--- config.mk ---
export PLATFORM = sky130hd
export DESIGN_NAME = clkdiv_ctrl
export DESIGN_NICKNAME = d
export VERILOG_FILES = /design/src/rtl/clkdiv_pkg.sv /design/src/rtl/clkdiv_core.sv /design/src/rtl/clkdiv_ctrl.sv
export SDC_FILE = /design/constraint.sdc
export NUM_CORES = 1
export LEC_CHECK = 0
export ABC_AREA = 1
export CORE_MARGIN = 3
export CORE_UTILIZATION = 40
export DETAILED_ROUTE_END_ITERATION = 10
export GPL_TIMING_DRIVEN = 0
export PLACE_DENSITY = 0.56
export SYNTH_ARGS = -nofsm -noshare
export SYNTH_HDL_FRONTEND = slang
export SYNTH_HIERARCHICAL = 1
export SYNTH_SLANG_ARGS = --single-unit
--- constraint.sdc ---
create_clock -name clk -period 8.6 [get_ports clk]
set_clock_uncertainty 0.2 [all_clocks]
set_input_delay 0.86 -clock clk [delete_from_list [all_inputs] [get_ports clk]]
set_output_delay 0.86 -clock clk [all_outputs]
set_load 0.01 [all_outputs]
--- src/rtl/clkdiv_pkg.sv ---
`default_nettype none
// ============================================================================
// Module   : clkdiv_pkg
// Purpose  : Shared types, constants and helpers for the clock-divider
//            controller and its counter core.
// Revision : 1.0 - initial release
// ============================================================================
package clkdiv_pkg;

  // Controller states; explicit 2-bit encoding
  typedef enum logic [1:0] {
    STOP = 2'd0,
    RUN  = 2'd1,
    PEND = 2'd2
  } state_t;

  // Smallest ratio that still produces a two-phase output
  localparam int DIV_MIN = 2;

  // Widest ratio the helper below supports (CW must not exceed this)
  localparam int c_hw_max = 16;

  // High-phase length of an N-cycle period: ceil(N/2), one extra bit so that
  // N = 2^CW-1 cannot overflow the sum.
  function automatic logic [c_hw_max:0] hi_len(input logic [c_hw_max-1:0] n);
    logic [c_hw_max:0] w_sum;
    w_sum  = {1'b0, n} + {{c_hw_max{1'b0}}, 1'b1};
    hi_len = w_sum >> 1;
  endfunction

endpackage : clkdiv_pkg
`default_nettype wire

--- src/rtl/clkdiv_core.sv ---
`default_nettype none
// ============================================================================
// Module   : clkdiv_core
// Purpose  : Period counter, high-phase compare and registered clk_out/tick.
//            'run' is the controller's next-cycle run decision; 'wrap' flags
//            the last cycle of the current output period.
// Revision : 1.0 - initial release
// ============================================================================
module clkdiv_core
  import clkdiv_pkg::*;
#(
  parameter int CW = 8
) (
  input  logic          clk,
  input  logic          rst_n,
  input  logic [CW-1:0] ratio,
  input  logic          run,
  output logic          wrap,
  output logic          clk_out,
  output logic          tick
);

  logic [CW-1:0]     r_cnt;
  logic              r_active;
  logic              r_clk_out;
  logic              r_tick;

  logic              w_last;
  logic [CW-1:0]     w_cnt_inc;
  logic [c_hw_max:0] w_hi;
  logic              w_high_next;

  assign w_last      = (r_cnt == (ratio - CW'(1)));
  assign wrap        = r_active && w_last;
  assign w_cnt_inc   = r_cnt + CW'(1);
  assign w_hi        = hi_len(c_hw_max'(ratio));
  assign w_high_next = ((c_hw_max + 1)'(w_cnt_inc) < w_hi);

  // Counter and output phase advance together so clk_out always matches cnt
  always_ff @(posedge clk or negedge rst_n) begin
    if (!rst_n) begin
      r_cnt     <= '0;
      r_active  <= 1'b0;
      r_clk_out <= 1'b0;
      r_tick    <= 1'b0;
    end else begin
      r_active <= run;
      if (!run) begin
        r_cnt     <= '0;
        r_clk_out <= 1'b0;
        r_tick    <= 1'b0;
      end else if (!r_active || w_last) begin
        // New period: count 0 is always inside the high phase
        r_cnt     <= '0;
        r_clk_out <= 1'b1;
        r_tick    <= 1'b1;
      end else begin
        r_cnt     <= w_cnt_inc;
        r_clk_out <= w_high_next;
        r_tick    <= 1'b0;
      end
    end
  end

  assign clk_out = r_clk_out;
  assign tick    = r_tick;

endmodule : clkdiv_core
`default_nettype wire

--- src/rtl/clkdiv_ctrl.sv ---
`default_nettype none
// ============================================================================
// Module   : clkdiv_ctrl
// Purpose  : Run-time controller for the programmable clock divider. Holds
//            the active ratio, takes new ratios over a req/ack handshake and
//            applies them only at a period boundary; gates the output on/off
//            without runt pulses.
// Revision : 1.0 - initial release
// ============================================================================
module clkdiv_ctrl
  import clkdiv_pkg::*;
#(
  parameter int CW      = 8,
  parameter int DIV_RST = 3
) (
  input  logic          clk,
  input  logic          rst_n,
  input  logic          en,
  input  logic          div_req,
  input  logic [CW-1:0] div_val,
  output logic          div_ack,
  output logic          div_err,
  output logic          clk_out,
  output logic          tick,
  output logic          busy,
  output logic [CW-1:0] ratio
);

  localparam logic [CW-1:0] c_div_rst = CW'(DIV_RST);
  localparam logic [CW-1:0] c_div_min = CW'(DIV_MIN);

  state_t        r_state, w_state_next;
  logic [CW-1:0] r_ratio, w_ratio_next;
  logic [CW-1:0] r_shadow, w_shadow_next;
  logic          r_ack, w_ack_next;
  logic          r_err, w_err_next;

  logic          w_req;
  logic          w_invalid;
  logic          w_wrap;
  logic          w_run;

  // A request is only looked at while no ack is outstanding
  assign w_req     = div_req && !r_ack;
  assign w_invalid = (div_val < c_div_min);
  assign w_run     = (w_state_next != STOP);

  // Controller registers: state, active ratio, shadow ratio, handshake pulses
  always_ff @(posedge clk or negedge rst_n) begin
    if (!rst_n) begin
      r_state  <= STOP;
      r_ratio  <= c_div_rst;
      r_shadow <= '0;
      r_ack    <= 1'b0;
      r_err    <= 1'b0;
    end else begin
      r_state  <= w_state_next;
      r_ratio  <= w_ratio_next;
      r_shadow <= w_shadow_next;
      r_ack    <= w_ack_next;
      r_err    <= w_err_next;
    end
  end

  // Next-state, ratio update and handshake decisions
  always_comb begin
    w_state_next  = r_state;
    w_ratio_next  = r_ratio;
    w_shadow_next = r_shadow;
    w_ack_next    = 1'b0;
    w_err_next    = 1'b0;
    unique case (r_state)
      STOP: begin
        // Output is idle, so a valid ratio can be applied immediately
        if (w_req) begin
          w_ack_next = 1'b1;
          if (w_invalid) w_err_next   = 1'b1;
          else           w_ratio_next = div_val;
        end
        if (en) w_state_next = RUN;
      end
      RUN: begin
        if (w_req && w_invalid) begin
          w_ack_next = 1'b1;
          w_err_next = 1'b1;
        end
        if (w_wrap && !en) begin
          // Stopping at this boundary: no later boundary will come, so a
          // valid request arriving now is applied together with the stop.
          w_state_next = STOP;
          if (w_req && !w_invalid) begin
            w_ratio_next = div_val;
            w_ack_next   = 1'b1;
          end
        end else if (w_req && !w_invalid) begin
          // Even on the boundary cycle itself, the change waits one period
          w_shadow_next = div_val;
          w_state_next  = PEND;
        end
      end
      PEND: begin
        // The held request is the one pending; nothing else is sampled here
        if (w_wrap) begin
          w_ratio_next = r_shadow;
          w_ack_next   = 1'b1;
          w_state_next = en ? RUN : STOP;
        end
      end
      default: begin
        w_state_next = STOP;
      end
    endcase
  end

  clkdiv_core #(
    .CW      (CW)
  ) u_core (
    .clk     (clk),
    .rst_n   (rst_n),
    .ratio   (r_ratio),
    .run     (w_run),
    .wrap    (w_wrap),
    .clk_out (clk_out),
    .tick    (tick)
  );

  assign div_ack = r_ack;
  assign div_err = r_err;
  assign busy    = (r_state == PEND);
  assign ratio   = r_ratio;

endmodule : clkdiv_ctrl
`default_nettype wire

==> metrics.txt <==
Internal Dissipation=0.475 mW; Mapped Nets=300; Seq/Total Area, Yosys=35.2%; Inserted Diodes=0; Worst Reg-to-Reg Cells=19; worst vdd ir=174 uV; Unique masters post-synth=32; worst r2r src=ratio[0]$_DFFE_PN1P_; post-CTS sizing=0; Post-route DRC=0; cell count after synthesis=278; slowest stage cell on the critical path=dfstp_2; P per Cell Area=330 nW/um^2; power share of the clock group=13.6%; Worst R2R Setup Slack=5.25 ns; Num Clock Sinks=31; largest family of logic cells by synthesized area=simple AND/OR/NAND/NOR gates; CP peak stage delay=0.59 ns; grt total ovfl=0; fraction of registers with async set/reset=100%; gr usage total=15.5%; number of enable flip-flop cells after synthesis=0; synthesized area=2210 sq um; leakage dissipation=1.31 nW; Crit path arrival time=3.32 ns; Switching Share=45.3%; post-synthesis xor/xnor area fraction=6.73%; final weighted congestion in routability-driven placement=0.768; WL/cell=11.3 microns; Final min period=3.35 ns; Psw=0.393 mW; adder-cell area share of the yosys netlist=5.65%; max-cap viol count=0; status=finished, final reports clean; Post-CTS Setup Bufs=0; cell at the root of the clock tree=clkbuf_8; Main synth FF type=dfrtp_1; Req. time, crit path=8.57 ns; Synth Area in Simple Gates=32.4%; combinational power share=56.4%; first-pass GRT wire length=7750 microns; largest net degree at the start of global routing=32; total negative slack=0 ns; Hold Crit Depth=2; period utilization=39.0%; Max Fclk=298 MHz; mean post-synth cell area=7.96 sq um; Critical Path End Type=flop; cell taking the most area after synthesis=dfrtp_1; CTS tree=done; top area cells in the synthesized netlist=dfrtp_1, nand2_1, ha_1; cell area after layout=2630 sq um; layout cells sized above 1=22.9%; Starting DRT DRC Count=41; endpoints failing hold=0; dpl hpwl=3470 microns; Area after DPL=2540 sq um; mux cell area share after synthesis=1.36%; HP Class=reg2reg; Seq pwr share=30.0%; IO Pins=25; Final nets=331; Rel. slew slack=53.6%; top-count cell post-synth=nand2_1; Setup crit start kind=flop; FP Rows=26; clk buf depth=2; unrepaired setup endpoints after global routing=no; WS Path Type=reg2reg; Post-CTS Hold Fix Bufs=0; end of the critical path=u_core/clk_out$_DFF_PN0_; Yosys reg bits=31; Skew-Pair Late Insertion Delay=0.28 ns; vias in the first global route=1721; core area=5240 sq um; post-synth top area share=32.8%; I/O Buffers=24; TritonCTS Buffers=5; ANT nets after route=0; initial core utilization=42.3%; htree depth=2; drt total wl=4280 microns; DR pass1 iterations=4; reg2reg end=u_core/clk_out$_DFF_PN0_; Final setup viols=0; Synth Area in Compound Gates=9.78%; crit-path most repeated cell=nand2_1; Reg clk slew, reported paths=0.07 ns; crit path launch=ratio[0]$_DFFE_PN1P_; Slew Viols, Final=0; yosys warns=6; die area=6460 sq um; critical-path cell list=inv_1, ha_1, xor2_1, nand2_1, nor2_1, nand4_1, nand3b_1, nor2_1, inv_2, nor2_4, nor2_4, nand2_1, nor2_4, a21oi_1, nand2_1, inv_1, a211oi_1, nand2_1, nand2_1; initial antenna violation count=0; DR vias/cell=4.58; Worst Path Max Fanout=5; Fillers=510; commonest cells in the netlist=nand2_1, dfrtp_1, inv_1; Area Overhead vs Synth=18.7%; die width=80.4 microns; DR vias=1740; Slew @ Worst Pin=0.697 ns; Die Y=80.4 microns
[logic make-up (layout without fill, tap and decap cells)]
kind of cell	after synthesis	count (layout)
xor gates and xnor gates	17	17
buffers and inverters	44	76
adders and majority gates	10	10
AOI/OAI and AO/OA	30	30
muxes	3	3
and+or+nand+nor	143	143
DFF	31	31
[power groups by stage]
stage | clock network, mW | registers [mW] | logic, mW
after global routing | 0.128 | 0.270 | 0.563
final | 0.118 | 0.260 | 0.490
after floorplan | 0 | 0.261 | 0.360
after global placement | 0 | 0.262 | 0.491
after CTS | 0.123 | 0.261 | 0.498
after detailed placement | 0 | 0.263 | 0.497
[cell type report]
type	count	area, sq um	area share (%)
repair buffers	24	235	8.95
flip-flops and latches	31	778	29.6
clock buffers	7	86.3	3.29
multi-input cells	203	1240	47.1
well taps	70	87.6	3.33
inverters	39	149	5.67
clock inverters	1	5.00	0.190
plain buffers	5	48.8	1.86
[critical path, delay by kind of cell (launching register included)]
kind	cells	cell delay, ns
simple gates	12	1.42
buf+inv	3	0.31
xor+xnor	1	0.16
flops	1	0.59
fa+ha+maj	1	0.35
compound gates	2	0.23
[state kept, by name, indices dropped and copies added, names as in the netlist]
| name | count |
|---|---|
| div_ack | 1 |
| div_err | 1 |
| r_shadow | 8 |
| r_state | 2 |
| ratio | 8 |
| u_core/clk_out | 1 |
| u_core/r_active | 1 |
| u_core/r_cnt | 8 |
| u_core/tick | 1 |
[per-stage QoR]
step	hold WS (ns)	utilization [%]	instances	total power [mW]	worst slack, ns
after CTS	0.274	50.2	380	0.882	5.23
final	0.270	50.2	380	0.868	5.25
after global routing	0.293	50.2	380	0.960	4.87
after floorplan	0.241	-	278	0.621	5.66
after global placement	0.253	48.5	372	0.752	5.24
after detailed placement	0.258	48.4	372	0.760	5.24
[worst min path at each step]
stage	end	from	slack, ns
floorplan	r_shadow[0]$_DFFE_PN0P_	r_shadow[0]$_DFFE_PN0P_	0.24
global placement	r_shadow[5]$_DFFE_PN0P_	r_shadow[5]$_DFFE_PN0P_	0.25
detailed placement	r_shadow[5]$_DFFE_PN0P_	r_shadow[5]$_DFFE_PN0P_	0.26
CTS	r_shadow[5]$_DFFE_PN0P_	r_shadow[5]$_DFFE_PN0P_	0.27
global route	r_shadow[0]$_DFFE_PN0P_	r_shadow[0]$_DFFE_PN0P_	0.29
finish	r_shadow[5]$_DFFE_PN0P_	r_shadow[5]$_DFFE_PN0P_	0.27
[cells in the final DEF (no fill, tap or decap), types with 5 or more instances in the layout]
cell and instances:
inv_1 29, o21ai_2 14, inv_2 8, dfrtp_1 29, nand2_1 71, o21ai_0 5, nand3_1 17, clkdlybuf4s50_1 23
nor2_2 12, clkbuf_8 6, a21oi_1 6, nand2_2 9, xor2_1 13, nor2_1 16, ha_1 10
[metal layers]
layer	part of all wire (%)	up-vias	track usage, %
li1	-	936	-
met1	47	780	19.7
met2	49	18	26.4
met5	0	-	0
met4	1.5	0	5.57
met3	2.3	6	2.69
(Power assumes the default switching activity.)
